## config.mk

```make
export PLATFORM = sky130hd
export DESIGN_NAME = uart_rx_ctrl
export DESIGN_NICKNAME = d
export VERILOG_FILES = /design/src/rtl/uart_rx_ctrl.sv
export SDC_FILE = /design/constraint.sdc
export NUM_CORES = 1
export LEC_CHECK = 0
export CAP_MARGIN = 25
export CORE_MARGIN = 2
export CORE_UTILIZATION = 48
export DETAILED_ROUTE_END_ITERATION = 12
export PLACE_DENSITY = 0.75
export SLEW_MARGIN = 10
export SYNTH_ARGS = -nofsm -noshare
export SYNTH_HDL_FRONTEND = slang
export SYNTH_SLANG_ARGS = --single-unit
```

## constraint.sdc

```tcl
create_clock -name clk -period 2.6 [get_ports clk]
set_clock_uncertainty 0.05 [all_clocks]
set_input_delay 0.26 -clock clk [delete_from_list [all_inputs] [get_ports clk]]
set_output_delay 0.26 -clock clk [all_outputs]
set_load 0.01 [all_outputs]
```

## src/rtl/uart_rx_ctrl.sv

```systemverilog
// uart_rx_ctrl: oversample tick generator, receive byte FIFO with valid/ready output, error tracking
module uart_rx_ctrl #(
  parameter int DivWidth    = 16,
  parameter int FifoDepth   = 4,
  parameter int ErrCntWidth = 8
) (
  input  logic                           clk,
  input  logic                           nReset,
  input  logic                           enable,
  input  logic [DivWidth-1:0]            divisor,
  output logic                           rxEn,
  input  logic [7:0]                     rxData,
  input  logic                           rxDone,
  input  logic                           rxErr,
  output logic [7:0]                     outData,
  output logic                           outValid,
  input  logic                           outReady,
  output logic [$clog2(FifoDepth):0]     fifoCount,
  output logic                           overrun,
  output logic [ErrCntWidth-1:0]         frameErrCnt,
  input  logic                           clearErr
);
  localparam int PW = $clog2(FifoDepth);
  localparam int CW = PW + 1;

  logic [DivWidth-1:0] tick_cnt;
  logic [DivWidth-1:0] reload;
  logic [7:0]          mem [FifoDepth];
  logic [PW-1:0]       wr_ptr;
  logic [PW-1:0]       rd_ptr;
  logic                push_req;
  logic                pop;
  logic                full;
  logic                push;
  logic                drop;
  logic                err_q;
  logic                err_edge;

  assign reload   = (divisor == '0) ? '0 : divisor - DivWidth'(1);
  assign full     = fifoCount == CW'(FifoDepth);
  assign push_req = rxEn && rxDone;
  assign pop      = outValid && outReady;
  assign push     = push_req && (!full || pop);
  assign drop     = push_req && full && !pop;
  assign err_edge = rxErr && !err_q;
  assign outValid = fifoCount != '0;
  assign outData  = outValid ? mem[rd_ptr] : '0;

  // tick generator: a zero count fires a registered tick and reloads; the divisor is only sampled at reload
  always_ff @(posedge clk or negedge nReset)
    if (!nReset) begin
      tick_cnt <= '0;
      rxEn     <= 1'b0;
    end else if (!enable) begin
      tick_cnt <= '0;
      rxEn     <= 1'b0;
    end else begin
      rxEn     <= tick_cnt == '0;
      tick_cnt <= (tick_cnt == '0) ? reload : tick_cnt - DivWidth'(1);
    end

  // FIFO storage; no reset, since outData is masked while the FIFO is empty
  always_ff @(posedge clk)
    if (push) mem[wr_ptr] <= rxData;

  // FIFO pointers and occupancy; a simultaneous push and pop leaves the count unchanged
  always_ff @(posedge clk or negedge nReset)
    if (!nReset) begin
      wr_ptr    <= '0;
      rd_ptr    <= '0;
      fifoCount <= '0;
    end else begin
      if (push) wr_ptr <= wr_ptr + PW'(1);
      if (pop) rd_ptr <= rd_ptr + PW'(1);
      fifoCount <= fifoCount + CW'(push) - CW'(pop);
    end

  // sticky overrun and saturating error-edge counter; a new event beats a coincident clear
  always_ff @(posedge clk or negedge nReset)
    if (!nReset) begin
      err_q       <= 1'b0;
      overrun     <= 1'b0;
      frameErrCnt <= '0;
    end else begin
      err_q       <= rxErr;
      overrun     <= clearErr ? drop : (overrun || drop);
      frameErrCnt <= clearErr ? ErrCntWidth'(err_edge) :
                     (err_edge && !(&frameErrCnt)) ? frameErrCnt + ErrCntWidth'(1) : frameErrCnt;
    end
endmodule

```

After elaboration in Yosys (flattened, before gate mapping)
Memories as Yosys holds them, arrays and structs flattened.
Index checks and enable logic that the tools add are counted.
W data, S select, Z words.
- memory bits (read-only): 0
- output and inout bits: 22
- input port bits: 31
- latch bits: 0
- memories kept: 1
- RAM bits: 32
- logic and storage cells: 45
- register bits after elaboration: 34
- multiply operators: 0
- shift-type cells: 0
- muxes and demuxes: 10
- equal/unequal tests: 1
- reduce and logical (&&, ||, !) cells: 18
- bitwise logic cells: 0
- $add $sub $neg: 7
- order comparisons: 0
- div/mod/pow operators: 0
- memories (name ; depth ; bits a word ; read ports ; clocked after memory_dff ; wr ports ; line ; source):
    mem ; 4 ; 8 ; 1 ; 0 ; 1 ; 28 ; logic [7:0] mem [FifoDepth];
- operators by type and width (operator ; count):
    $mux W16 ; 3
    $logic_not A16 Y1 ; 2
    $sub A16 B1 Y16 const B ; 2
    $mux W8 ; 3
    $add A8 B1 Y8 const B ; 1
    $reduce_and A8 Y1 ; 1
    $logic_and A1 B1 Y1 ; 7
    $add A2 B1 Y2 const B ; 2
    $logic_not A1 Y1 ; 4
    $mux W1 ; 4
    $add A3 B1 Y3 ; 1
    $eq A3 B3 Y1 const B ; 1
    $reduce_bool A3 Y1 ; 1
    $sub A3 B1 Y3 ; 1
    $logic_or A1 B1 Y1 ; 2
    $reduce_bool A2 Y1 ; 1

Logic depth before layout (Yosys ltp)
- word-level depth: 6
- gate-level depth with buffers: 10
- depth with buffers taken out: 9

Least setup slack after synthesis
OpenSTA, ideal clock, no wires.
- path kind: flip-flop to flip-flop
- from: register fifoCount[1]
- to: register fifoCount[2]
- slack: 0.063 ns
- required time: 2.427 ns
- arrival: 2.365 ns
- period minus slack after synthesis: 2.537 ns
- stages on the path, launching flop included: 11
- buffers on the path: 1
- setup time: 0.123 ns
- cells stage by stage: dfrtp_1 -> or4b_2 -> nor2b_1 -> clkbuf_1 -> inv_1 -> ha_1 -> inv_1 -> ha_1 -> inv_1 -> fa_1 -> xnor2_1
- cells in the longest elaborated chain, start to end: 6
- elaborated cells between the ends (all ways): 8
- those cells by class: add/sub: 2; eq/ne: 1; reduce/logical: 5
- RTL lines (what ; line ; source):
    start: declaration ; 18 ; output logic [$clog2(FifoDepth):0] fifoCount,
    start signal: assignment ; 75 ; fifoCount <= fifoCount + CW'(push) - CW'(pop);
    $eq A3 B3 Y1 / $reduce_bool A3 Y1 (equally long branches) ; 40, 46 ;
    $logic_not A1 Y1 / $logic_and A1 B1 Y1 (equally long branches) ; 43, 42 ;
    $logic_or A1 B1 Y1 ; 43 ; assign push = push_req && (!full || pop);
    $logic_and A1 B1 Y1 ; 43 ;
    $add A3 B1 Y3 ; 75 ;
    $sub A3 B1 Y3 (*) ; 75 ;
Every way passes the cells marked *; elsewhere a longest branch is shown, timed or not.
A chain may end at the register's enable or synchronous reset.

Worst setup path after layout
- from: register rd_ptr[0]
- to: output outData[4]
- cells in the longest elaborated chain, start to end: 2
- RTL lines (what ; line ; source):
    start: declaration ; 30 ; logic [PW-1:0] rd_ptr;
    start signal: assignment ; 74 ; if (pop) rd_ptr <= rd_ptr + PW'(1);
    $mem_v2 Z4 W8 ; n/a ;
    $mux W8 ; 47 ; assign outData = outValid ? mem[rd_ptr] : '0;
    end: declaration ; 15 ; output logic [7:0] outData,
No other way between the ends.

==> results.txt <==
final-report hold violation count - 0
Clock transition at path regs - 0.07 ns
Post-Synthesis Cells - 273
unrepaired setup endpoints after global routing - false
EDFF count, synth - 32
initial antenna violation count - 0
Peak Freq - 0.4225 GHz
largest net degree at the start of global routing - 35
synth top area cells - edfxtp_1 28%, dfrtp_1 25%, mux4_2 5.3%
Ant. Diodes - 0
DP Cell Count - 421
setup TNS - 0 ns
Port Buffer Count - 52
mapped cell area - 3372 um^2
CTS H-Tree Depth - 3
clock root buffer - clkbuf_8
die footprint - 7711 um^2
wire length of the first global-routing pass - 10270 um
cell row count - 30
vias in the first global route - 2255
clock sink count - 66
Max clock buf depth - 2
drt wl/cell - 14.70 um
Slew @ Worst Pin - 0.6051 ns
Post-synth ARST share - 0.5152
CTS tree - done
Final Util - 0.6238
Nets - 379
Vias - 2276
NetSw - 1.351 mW
First-pass DRT Iterations - 4
Synth area leader - edfxtp_1
post-layout min period - 2.367 ns
worst r2r src - fifoCount[1]
period utilization - 0.9103
Startpoint Class - flip-flop
I/O pin count - 53
drt via density - 5.196
CTS Hold Bufs - 0
chip width - 87.82 um
main flop type after synthesis - dfrtp_1
worst reg-to-reg setup slack - 0.24 ns
drt drc - 0
final count of negative-setup-slack endpoints - 0
Clock power frac - 0.211
Starting Density - 0.4963
register area share after synthesis - 0.5373
non-filler cells, final - 438
Sw Share - 0.3415
max-cap violations - 0
post-synth top area share - 0.2850
Worst setup EP type - primary output
share of post-route cells with drive strength above 1 - 0.1345
core area - 6794 um^2
Pleak - 1.605 nW
CP Max Fanout - 10
Sequential Power Share - 0.373
hold slack - 0.2760 ns
Max-slew headroom - 0.5909
reg2reg path depth - 9
Slew Viols, Final - 0
grt total ovfl - 0
Mapped Nets - 315
gpl congestion - 0.7979
crit path DAT - 2.06 ns
antenna-violating nets left - 0
logic gate share of total power - 0.417
1st-iter DRT viols - 84
Hold Crit Class - in2async
CP Class - reg2out
Layout fillers - 539
Setup crit start - rd_ptr[0]
power per cell area - 933.8 nW/um^2
FF-to-FF End - fifoCount[1]
HPWL Detailed - 4663 um
Unique masters post-synth - 44
Layout area overhead - 25.68%
synthesized area per cell - 12.35 um^2
status - completed
Max VDD drop - 0.3465 mV
Clock Latency Late Sink - 0.34 ns
Synth Register Bits - 66
internal power - 2.606 mW
Routed WL - 6440 um
Required @ worst endpoint - 2.29 ns
CTS Buf Count - 9
Ys Warns - 0
All-Layer GR Usage - 0.1770
Die Ht - 87.82 um
-- flip-flops by register name (all words and copies together), names as in the netlist --
name / count
frameErrCnt: 8
err_q: 1
mem: 32
wr_ptr: 2
fifoCount: 3
tick_cnt: 16
rd_ptr: 2
rxEn: 1
overrun: 1
-- power groups by stage --
| stage | logic, mW | registers (mW) | clock network (mW) |
|---|---|---|---|
| after floorplan | 1.12 | 1.45 | 0 |
| after detailed placement | 1.62 | 1.50 | 0 |
| after global routing | 1.83 | 1.50 | 0.886 |
| after global placement | 1.61 | 1.48 | 0 |
| after CTS | 1.65 | 1.47 | 0.848 |
| final | 1.65 | 1.47 | 0.834 |
-- area by class of cell --
class	count	area [um^2]	share of cell area
Clock buffer	9	123.9	0.02923
Clock inverter	7	68.82	0.01624
Inverter	15	56.30	0.01329
Multi-Input combinational cell	185	1476	0.3484
Sequential cell	66	1812	0.4275
Tap cell	96	120.1	0.02834
Timing Repair Buffer	60	580.6	0.1370
-- what timing repair did --
item | CTS | global route
setup buffers | 0 | 1
setup endpoints to repair | 0 | 2
resized for setup | 0 | 1
-- critical path: stages (launching register included) --
cell	delay [ns]
dfrtp_1	0.33
buf_4	0.22
mux4_2	0.53
and2_1	0.17
clkdlybuf4s50_1	0.47
-- cell families after synthesis --
| family | Yosys count | synth area share |
|---|---|---|
| simple gates | 103 | 0.1863 |
| fa+ha+maj | 11 | 0.04304 |
| flops | 66 | 0.5373 |
| compound gates | 27 | 0.05863 |
| buf+inv | 22 | 0.02597 |
| xor+xnor | 31 | 0.08052 |
| mux | 13 | 0.06827 |
-- layout by cell type (no fill, tap or decap), types with 2 or more instances in the layout --
master	count
or3_1	5
o31ai_1	3
or4_4	3
nor4_1	5
nor2_1	18
xnor2_1	18
clkdlybuf4s50_1	52
a21oi_1	6
nand3_1	5
nor4_2	2
clkinv_2	2
nand4_1	2
mux2i_1	5
and3_1	5
nor3_1	10
ha_1	10
nand2_1	16
buf_4	8
xor2_1	13
nor2b_1	3
and4_1	2
clkbuf_8	9
o31a_1	2
mux4_2	8
o32ai_1	6
o22ai_1	6
or4_1	4
dfrtp_1	34
or3_4	2
and2_1	13
edfxtp_1	32
inv_1	15
-- Yosys cell counts (all sizes together) (5+ instances only) --
cell type,count
and2,13
o22ai,7
mux2i,5
o32ai,6
inv,15
ha,10
edfxtp,32
clkbuf,5
nor2,18
nor4,8
or3,7
nand2,17
dfrtp,34
nand3,6
xnor2,18
xor2,13
nor3,11
or4,7
mux4,8
a21oi,6
and3,5
-- metal layers --
layer	part of all wire	up-vias	wire length, um	GRT usage
met5	0	-	0	0
met4	0.018	0	119	0.07972
met3	0.030	10	190	0.03393
met2	0.49	43	3168	0.2982
met1	0.46	1091	2961	0.2219
li1	-	1132	-	-
-- worst max path at each step --
stage               slack [ns]            to
floorplan                 0.06  fifoCount[2]
CTS                       0.08  fifoCount[1]
global placement        -0.006  fifoCount[2]
finish                    0.23    outData[4]
global route              0.12  fifoCount[2]
detailed placement       -0.09  fifoCount[1]
-- per-stage QoR --
stage	setup WS, ns	instance area [um^2]	total power [mW]
global route	0.1190	4238	4.212
detailed placement	-0.09058	4034	3.118
floorplan	0.06257	3372	2.569
CTS	0.08251	4227	3.975
global placement	-0.005867	4034	3.087
finish	0.2331	4238	3.957
Note: power is estimated with default switching activity, not from simulation.
